--- config.mk ---
export PLATFORM = sky130hd
export DESIGN_NAME = calc_prio_arb
export DESIGN_NICKNAME = d
export VERILOG_FILES = /design/src/rtl/calc_prio_pkg.sv /design/src/rtl/calc_prio_sel.sv /design/src/rtl/calc_prio_arb.sv
export SDC_FILE = /design/constraint.sdc
export NUM_CORES = 1
export LEC_CHECK = 0
export BUFFER_PORTS_ARGS = -buffer_cell sky130_fd_sc_hd__buf_2
export CAP_MARGIN = 20
export CORE_MARGIN = 1.5
export CORE_UTILIZATION = 57
export CTS_CLUSTER_DIAMETER = 150
export DETAILED_ROUTE_END_ITERATION = 10
export PLACE_DENSITY = 0.84
export SETUP_SLACK_MARGIN = 0.3
export SKIP_LAST_GASP = 1
export SLEW_MARGIN = 20
export SYNTH_ARGS = -nofsm -noshare
export SYNTH_HDL_FRONTEND = slang
export SYNTH_SLANG_ARGS = --single-unit
--- constraint.sdc ---
create_clock -name c_clk -period 3.4 [get_ports c_clk]
set_input_delay 0 -clock c_clk [delete_from_list [all_inputs] [get_ports c_clk]]
set_output_delay 0 -clock c_clk [all_outputs]
set_load 0.005 [all_outputs]
--- src/rtl/calc_prio_pkg.sv ---
// Shared types and helpers for the calc priority arbiter: NOP encoding, lane classes,
// and the opcode-class function that steers a command to its ALU lane.
package calc_prio_pkg;

  localparam int CMD_NOP = 0;

  typedef enum logic [1:0] {
    LANE_NONE  = 2'd0,
    LANE_ADD   = 2'd1,
    LANE_SHIFT = 2'd2
  } lane_e;

  // Class depends only on the command, so a slot is never eligible for both lanes.
  function automatic lane_e cmd_lane(input logic [31:0] cmd, input logic [31:0] min_shift);
    lane_e lane;
    if (cmd == 32'(CMD_NOP)) begin
      lane = LANE_NONE;
    end else if (cmd >= min_shift) begin
      lane = LANE_SHIFT;
    end else begin
      lane = LANE_ADD;
    end
    return lane;
  endfunction

endpackage

--- src/rtl/calc_prio_sel.sv ---
// Grant selector for one ALU lane: first eligible port found searching upward from ptr
// (wrapping). With ptr tied to zero this is fixed priority, port 0 highest.
module calc_prio_sel #(
  parameter int NUM_PORTS = 4,
  parameter int PID_W     = $clog2(NUM_PORTS)
) (
  input  logic [NUM_PORTS-1:0] elig,
  input  logic [PID_W-1:0]     ptr,
  output logic [NUM_PORTS-1:0] grant,
  output logic [PID_W-1:0]     idx,
  output logic                 any
);

  // Rotating first-one search starting at ptr.
  always_comb begin
    logic [PID_W:0]   sum;
    logic [PID_W-1:0] j;
    grant = '0;
    idx   = '0;
    any   = 1'b0;
    sum   = '0;
    j     = '0;
    for (int i = 0; i < NUM_PORTS; i++) begin
      sum = {1'b0, ptr} + (PID_W+1)'(i);
      if (sum >= (PID_W+1)'(NUM_PORTS)) begin
        sum = sum - (PID_W+1)'(NUM_PORTS);
      end else begin
        sum = sum;
      end
      j = sum[PID_W-1:0];
      if (!any && elig[j]) begin
        any      = 1'b1;
        idx      = j;
        grant[j] = 1'b1;
      end else begin
        any = any;
      end
    end
  end

endmodule

--- src/rtl/calc_prio_arb.sv ---
// Two-lane priority arbiter: one pending slot per port, add/sub commands to lane 1 and
// shift commands to lane 2. Define PRIO_RR_EN for per-lane round-robin, else fixed priority.
module calc_prio_arb
  import calc_prio_pkg::*;
#(
  parameter  int NUM_PORTS    = 4,
  parameter  int CMD_W        = 4,
  parameter  int TAG_W        = 2,
  parameter  int ALU2_MIN_CMD = 4,
  localparam int PID_W        = $clog2(NUM_PORTS)
) (
  input  logic                       c_clk,
  input  logic                       reset,
  input  logic [NUM_PORTS-1:0]       req_vld,
  input  logic [NUM_PORTS*CMD_W-1:0] req_cmd,
  input  logic [NUM_PORTS*TAG_W-1:0] req_tag,
  output logic [NUM_PORTS-1:0]       req_rdy,
  input  logic [NUM_PORTS-1:0]       port_en,
  output logic                       alu1_out_vld,
  input  logic                       alu1_out_rdy,
  output logic [CMD_W-1:0]           alu1_out_cmd,
  output logic [PID_W-1:0]           alu1_out_pid,
  output logic [TAG_W-1:0]           alu1_out_tag,
  output logic                       alu2_out_vld,
  input  logic                       alu2_out_rdy,
  output logic [CMD_W-1:0]           alu2_out_cmd,
  output logic [PID_W-1:0]           alu2_out_pid,
  output logic [TAG_W-1:0]           alu2_out_tag,
  output logic                       err_nop
);

  logic [NUM_PORTS-1:0] slot_vld;
  logic [CMD_W-1:0]     slot_cmd [NUM_PORTS];
  logic [TAG_W-1:0]     slot_tag [NUM_PORTS];
  logic [NUM_PORTS-1:0] accept, is_nop, elig1, elig2, grant1, grant2, clear;
  logic [PID_W-1:0]     idx1, idx2, ptr1, ptr2;
  logic                 any1, any2, load1, load2;

  assign req_rdy = ~slot_vld;
  assign load1   = ~alu1_out_vld | alu1_out_rdy;
  assign load2   = ~alu2_out_vld | alu2_out_rdy;
  assign clear   = (grant1 & {NUM_PORTS{load1}}) | (grant2 & {NUM_PORTS{load2}});

  // Per-port accept and per-lane eligibility.
  always_comb begin
    lane_e lane;
    accept = '0;
    is_nop = '0;
    elig1  = '0;
    elig2  = '0;
    lane   = LANE_NONE;
    for (int p = 0; p < NUM_PORTS; p++) begin
      accept[p] = req_vld[p] & ~slot_vld[p];
      is_nop[p] = (req_cmd[p*CMD_W +: CMD_W] == CMD_W'(CMD_NOP));
      lane      = cmd_lane(32'(slot_cmd[p]), 32'(ALU2_MIN_CMD));
      elig1[p]  = slot_vld[p] & port_en[p] & (lane == LANE_ADD);
      elig2[p]  = slot_vld[p] & port_en[p] & (lane == LANE_SHIFT);
    end
  end

  calc_prio_sel #(.NUM_PORTS(NUM_PORTS), .PID_W(PID_W)) u_sel1 (
    .elig(elig1), .ptr(ptr1), .grant(grant1), .idx(idx1), .any(any1)
  );

  calc_prio_sel #(.NUM_PORTS(NUM_PORTS), .PID_W(PID_W)) u_sel2 (
    .elig(elig2), .ptr(ptr2), .grant(grant2), .idx(idx2), .any(any2)
  );

`ifdef PRIO_RR_EN
  // Round-robin pointers advance past the granted port only on a real grant.
  always_ff @(posedge c_clk or negedge reset) begin
    if (!reset) begin
      ptr1 <= '0;
      ptr2 <= '0;
    end else begin
      if (load1 && any1) ptr1 <= (idx1 == PID_W'(NUM_PORTS-1)) ? '0 : idx1 + PID_W'(1);
      else               ptr1 <= ptr1;
      if (load2 && any2) ptr2 <= (idx2 == PID_W'(NUM_PORTS-1)) ? '0 : idx2 + PID_W'(1);
      else               ptr2 <= ptr2;
    end
  end
`else
  assign ptr1 = '0;
  assign ptr2 = '0;
`endif

  // Slot registers: a NOP is consumed without occupying the slot.
  always_ff @(posedge c_clk or negedge reset) begin
    if (!reset) begin
      for (int p = 0; p < NUM_PORTS; p++) begin
        slot_vld[p] <= 1'b0;
        slot_cmd[p] <= '0;
        slot_tag[p] <= '0;
      end
    end else begin
      for (int p = 0; p < NUM_PORTS; p++) begin
        if (accept[p] && !is_nop[p]) begin
          slot_vld[p] <= 1'b1;
          slot_cmd[p] <= req_cmd[p*CMD_W +: CMD_W];
          slot_tag[p] <= req_tag[p*TAG_W +: TAG_W];
        end else if (clear[p]) begin
          slot_vld[p] <= 1'b0;
        end else begin
          slot_vld[p] <= slot_vld[p];
        end
      end
    end
  end

  // Lane 1 output register.
  always_ff @(posedge c_clk or negedge reset) begin
    if (!reset) begin
      alu1_out_vld <= 1'b0;
      alu1_out_cmd <= '0;
      alu1_out_pid <= '0;
      alu1_out_tag <= '0;
    end else if (load1 && any1) begin
      alu1_out_vld <= 1'b1;
      alu1_out_cmd <= slot_cmd[idx1];
      alu1_out_pid <= idx1;
      alu1_out_tag <= slot_tag[idx1];
    end else if (load1) begin
      alu1_out_vld <= 1'b0;
    end else begin
      alu1_out_vld <= alu1_out_vld;
    end
  end

  // Lane 2 output register.
  always_ff @(posedge c_clk or negedge reset) begin
    if (!reset) begin
      alu2_out_vld <= 1'b0;
      alu2_out_cmd <= '0;
      alu2_out_pid <= '0;
      alu2_out_tag <= '0;
    end else if (load2 && any2) begin
      alu2_out_vld <= 1'b1;
      alu2_out_cmd <= slot_cmd[idx2];
      alu2_out_pid <= idx2;
      alu2_out_tag <= slot_tag[idx2];
    end else if (load2) begin
      alu2_out_vld <= 1'b0;
    end else begin
      alu2_out_vld <= alu2_out_vld;
    end
  end

  // Single-cycle NOP error pulse.
  always_ff @(posedge c_clk or negedge reset) begin
    if (!reset) begin
      err_nop <= 1'b0;
    end else begin
      err_nop <= |(accept & is_nop);
    end
  end

endmodule

After elaboration in Yosys (flattened, before gate mapping)
Index checks and enable logic that the tools add are counted.
- equal/unequal tests: 8
- mux-type cells: 54
- reduce and logical (&&, ||, !) cells: 37
- bitwise operators: 31
- order comparisons: 6
- operators with widths (operator ; number):
    $mux 2 ; 18
    $logic_not 4->1 ; 8
    $mux 1 ; 24
    $mux 4 ; 6
    $and 1x1->1 ; 16
    $bmux 4 s2 ; 2
    $ge 4x3->1 const B ; 4
    $and 4x4->4 ; 3
    $logic_and 1x1->1 ; 12
    $reduce_bool 2->1 ; 6
    $logic_not 1->1 ; 10
    $bmux 2 s2 ; 2
    $eq 2x1->1 const B ; 4
    $eq 2x2->1 const B ; 4
    $ge 3x3->1 const B ; 2
    $mux 3 ; 2
    $not 1->1 ; 6
    $not 2->3 ; 2
    $not 4->4 ; 1
    $or 4x4->4 ; 1
    $reduce_or 4->1 ; 1
    $or 1x1->1 ; 2
- bits in registers: 47
- output and inout bits: 23
- word-level logic and storage cells: 157

Logic depth before layout (Yosys ltp)
- depth after elaboration: 19
- depth in mapped cells: 7

Hierarchy
From an unflattened synthesis, not the netlist that was laid out.
- cells, all modules: 253
- area total of the unflattened synthesis: 3071.7 sq um
- modules (own cells, without submodules) (module ; times used ; cells each ; area an instance (sq um)):
    calc_prio_arb ; 1 ; 163 ; 2229.6
    calc_prio_sel at u_sel1 ; 1 ; 45 ; 422.9
    calc_prio_sel at u_sel2 ; 1 ; 45 ; 419.2

Worst setup path before layout
OpenSTA, ideal clock, no wires.
- path type: reg2reg
- start point: reg slot_cmd[7] (netlist bit)
- end point: reg alu1_out_tag[0]
- library setup time: 0.130 ns
- data arrival time: 1.486 ns
- stages on the path, launching flop included: 7
- path slack: 1.784 ns
- path buffers: 1
- required time: 3.270 ns
- cells stage by stage: dfrtp_1 -> or2_1 -> buf_6 -> or2_4 -> a311oi_1 -> a2bb2oi_1 -> o21ai_1
- word-level cells in the longest chain between the ends: 14
- elaborated cells on any way between the ends: 18
- RTL lines (item ; RTL line ; RTL):
    start, declared ; calc_prio_arb.sv:33 ; logic [CMD_W-1:0] slot_cmd [NUM_PORTS];
    start signal, assigned by index ; calc_prio_arb.sv:99 ; slot_cmd[p] <= req_cmd[p*CMD_W +: CMD_W];
    $ge 4x3->1 ; calc_prio_pkg.sv:18 ; end else if (cmd >= min_shift) begin
    $mux 2 ; calc_prio_pkg.sv:18 ;
    $mux 2 (*) ; calc_prio_pkg.sv:16 ; if (cmd == 32'(CMD_NOP)) begin
    $eq 2x1->1 (*) ; calc_prio_arb.sv:56 ; elig1[p] = slot_vld[p] & port_en[p] & (lane == LANE_ADD);
    $and 1x1->1 (*) ; calc_prio_arb.sv:56 ;
    $logic_and 1x1->1 (*) ; calc_prio_sel.sv:31 ; if (!any && elig[j]) begin
    $mux 1 ; calc_prio_sel.sv:31 ;
    $logic_not 1->1 ; calc_prio_sel.sv:31 ;
    $logic_and 1x1->1 ; calc_prio_sel.sv:31 ;
    $mux 2 ; calc_prio_sel.sv:31 ;
    $not 2->3 (implied by the code) ; calc_prio_arb.sv:121 ; alu1_out_tag <= slot_tag[idx1];
    $bmux 2 s2 ; calc_prio_arb.sv:121 ;
    $mux 2 (implied by the code) (2 in series) ; calc_prio_arb.sv:121 ;
    end signal, assigned ; calc_prio_arb.sv:121 ;
    end, declared ; calc_prio_arb.sv:23 ; output logic [TAG_W-1:0] alu1_out_tag,
Every way passes the cells marked *; elsewhere a longest branch is shown, timed or not. The select of a mux whose other input is x is not followed.
A chain may end at the register's enable or synchronous reset.

Worst setup path after layout
- start point: reg slot_vld[2]
- end point: reg alu2_out_tag[1]
- word-level cells in the longest chain between the ends: 11
- elaborated cells on any way between the ends: 14
- RTL lines (item ; RTL line ; RTL):
    start, declared ; calc_prio_arb.sv:32 ; logic [NUM_PORTS-1:0] slot_vld;
    start signal, assigned by index ; calc_prio_arb.sv:104 ; slot_vld[p] <= slot_vld[p];
    $and 1x1->1 (*) (2 in series) ; calc_prio_arb.sv:57 ; elig2[p] = slot_vld[p] & port_en[p] & (lane == LANE_SHIFT);
    $logic_and 1x1->1 (*) ; calc_prio_sel.sv:31 ;
    $mux 1 ; calc_prio_sel.sv:31 ;
    $logic_not 1->1 ; calc_prio_sel.sv:31 ;
    $logic_and 1x1->1 ; calc_prio_sel.sv:31 ;
    $mux 2 ; calc_prio_sel.sv:31 ;
    $not 2->3 (implied by the code) ; calc_prio_arb.sv:140 ; alu2_out_tag <= slot_tag[idx2];
    $bmux 2 s2 ; calc_prio_arb.sv:140 ;
    $mux 2 (implied by the code) (2 in series) ; calc_prio_arb.sv:140 ;
    end signal, assigned ; calc_prio_arb.sv:140 ;
    end, declared ; calc_prio_arb.sv:28 ; output logic [TAG_W-1:0] alu2_out_tag,
Marked as above.

==> flow_summary.toml <==
[setup_path]
crit_path_end_kind = "flip-flop"
r2r-end = "alu2_out_tag[1]"
crit_start = "slot_vld[2]"
crit_arrival_ps = 2140
worstRegToRegCells = 5
crit_fanout = 6
cp_cell_sequence = "o211ai_1 -> a31oi_1 -> and2b_1 -> a221oi_1 -> a21oi_1"
worstSetupEndpoint = "alu2_out_tag[1]"
cp_slowest_cell = "dfrtp_1"
reg2reg_from = "slot_vld[2]"
r2r_slack_ps = 1420
worst_setup_path_start_kind = "flip-flop"
critPathKind = "flip-flop to flip-flop"
slowest_delay_ps = 470
crit_required_ps = 3560

[yosys]
postSynthAreaPerCell_um2 = 9.74
synth_top_area_frac = 0.493
synth_edf_count = 0
netlist_area_um2 = 2390
synthCells = 245
syn_nets = 281
yosys.area.top_type = "dfrtp_1"
synth.area.top_cells = "dfrtp_1 (49%), nand2_1 (7.2%), a22o_1 (3.7%)"
synthArstFlopShare = 1.00
ys.warnings.count = 0
ys_types = 45
synth_ff_type = "dfrtp_1"
ys_seq_elements = 47
ys_seq_area_frac = 0.493

[power_and_ir_drop]
vdd.ir_drop.worst_uv = 529
swShare = 0.430
leakage_nw = 1.46
p_int_mw = 1.51
p_per_area_nw_per_um2 = 863
pwr-share-clk = 0.125
pwr-share-seq = 0.415
power_frac_comb = 0.460
power_mw = 2.64
p_sw_mw = 1.14

[floorplanning]
initial_core_util = 0.597
ioPinCount = 59
die_height_um = 67.7
core_um2 = 4000
die_area_um2 = 4590
row_count = 23
die_w_um = 67.7

[placement]
pre_cts_slack_ps = 1540
port_buffers = 58
place.gp.congestion = 0.995
post-dp-hpwl_um = 4570

[layout]
area_delta_synth_final_pct = 28.4
final_cell_mix = "buf_2 (57), dfrtp_1 (47), nand2_1 (46), dlygate4sd3_1 (26), nor2_1 (16)"
drive_above_1_share = 0.246
nNetsFinal = 369
final_common_cell = "buf_2"
post-route-util = 0.766
antennaDiodeCount = 0

[worst_hold_path]
hp-class = "primary input to flip-flop"

[timing]
maxSlewViolCount = 0
hold_viol = 0
fin_ws_ps = 1420
finalSetupTns_ps = 0
fin_crit_sh = 0.584
rsz0062_at_grt = "no"
setup_violations = 0
fin_worst_skew_ps = 9.65
worst_pin_slew_ps = 588
fmax_mhz = 504
relSlewSlack = 0.608
fin_crit_ps = 1980

[routing]
drt_pass1_iterations = 5
drcViolationCount = 0
drt_iter0_drc = 224
route.layer.met1.wl_um = 2830
ant_nets = 0
num_vias = 2360
routed_wl_um = 7100
wl_met2_um = 3500
highest_layer = "met4"
routed_via_density = 6.15
met3_length_um = 609
routedWlPerCell_um = 18.5

[clock_network]
numCtsBuffers = 5
clockBufferDepth = 2
postCtsSetupBuffers = 0
ctsResizeCount = 0
cts_tree = "built"
clkSlewWorstSetupHoldPaths_ps = 90
clock_sinks = 47
clockRootBuffer = "clkbuf_8"
insertion_delay_ps = 300
htree_levels = 2

[grt]
grt_pass1_vias = 2235
grt_pass1_wl_um = 11000
track_usage = 0.335
antenna_found_initial = 0
gr-total-overflow = 0
grt_max_degree = 48

[run]
maxCapViolCount = 0

[run_status]
outcome = "finished, final reports clean"
[how the worst min path moves through the flow]
stage	start	endpoint	slack, ps	cells past startpoint
after floorplan	reset	alu1_out_cmd[0]	-300	0
after detailed placement	req_tag[7]	slot_tag[1]	200	3
final	alu1_out_rdy	alu1_out_pid[1]	100	3
after global placement	req_tag[1]	slot_tag[7]	190	3
after global routing	alu1_out_rdy	alu1_out_pid[0]	130	3
after CTS	alu1_out_rdy	alu1_out_pid[1]	110	3
[per-stage QoR]
step                      std cells  hold WS (ps)  area (µm²)
final                           384           105        3060
after detailed placement        350           196        2720
after floorplan                 245          -296        2390
after global placement          350           192        2720
after CTS                       384           106        3060
after global routing            384           135        3060
[power by group through the flow]
stage	combinational [mW]	sequential, mW	clock [mW]
floorplan	0.838	1.01	0
global placement	1.13	1.07	0
detailed placement	1.14	1.09	0
CTS	1.17	1.08	0.333
global route	1.33	1.13	0.357
finish	1.22	1.10	0.329
[critical path: cells and delay by family, from the launching register on]
kind             cells  cell delay [ps]
AO/OA/AOI/OAI        4             1130
AND/OR/NAND/NOR      1              240
flip-flops           1              470
[cell families (layout without fill, tap and decap cells)]
family	count (synthesis)	after routing	share of synthesized area
AO/OA/AOI/OAI	74	74	0.234
buffers and inverters	12	101	0.0241
flip-flops	47	47	0.493
multiplexers	6	6	0.0283
AND/OR/NAND/NOR	106	106	0.221
[area by class of cell]
type / instances / area (µm²)
multi-input combinational: 186 / 1150
clock inverter: 2 / 12.5
inverter: 9 / 33.8
sequential: 47 / 1180
tap: 50 / 62.6
fill: 262 / 936
timing repair buffer: 84 / 553
clock buffer: 6 / 72.6
[cells in the mapped netlist, drive strengths merged, types with 5 or more instances]
| library cell | instances |
|---|---|
| a22o | 10 |
| mux2 | 6 |
| o211ai | 5 |
| dfrtp | 47 |
| inv | 9 |
| a31oi | 6 |
| a21oi | 16 |
| or2 | 5 |
| and2 | 7 |
| nor2 | 16 |
| o21ai | 12 |
| nand2 | 46 |
| nor2b | 11 |
[flip-flops by register name, indices dropped and copies added, names as in the netlist]
name	flops
alu1_out_cmd	4
alu1_out_pid	2
alu1_out_tag	2
alu1_out_vld	1
alu2_out_cmd	4
alu2_out_pid	2
alu2_out_tag	2
alu2_out_vld	1
err_nop	1
slot_cmd	16
slot_tag	8
slot_vld	4
[layer usage]
layer  track usage  up-vias
met4         0.125        0
met5             0        -
met3        0.0733       18
met1         0.430     1117
met2         0.554      154
li1              -     1071
[what timing repair did]
action | in CTS | in global routing
hold buffers | 26 | 0
endpoints found under the setup margin | 0 | 0
endpoints found under the hold margin | 72 | 0
Note: power is estimated with default switching activity, not from simulation.
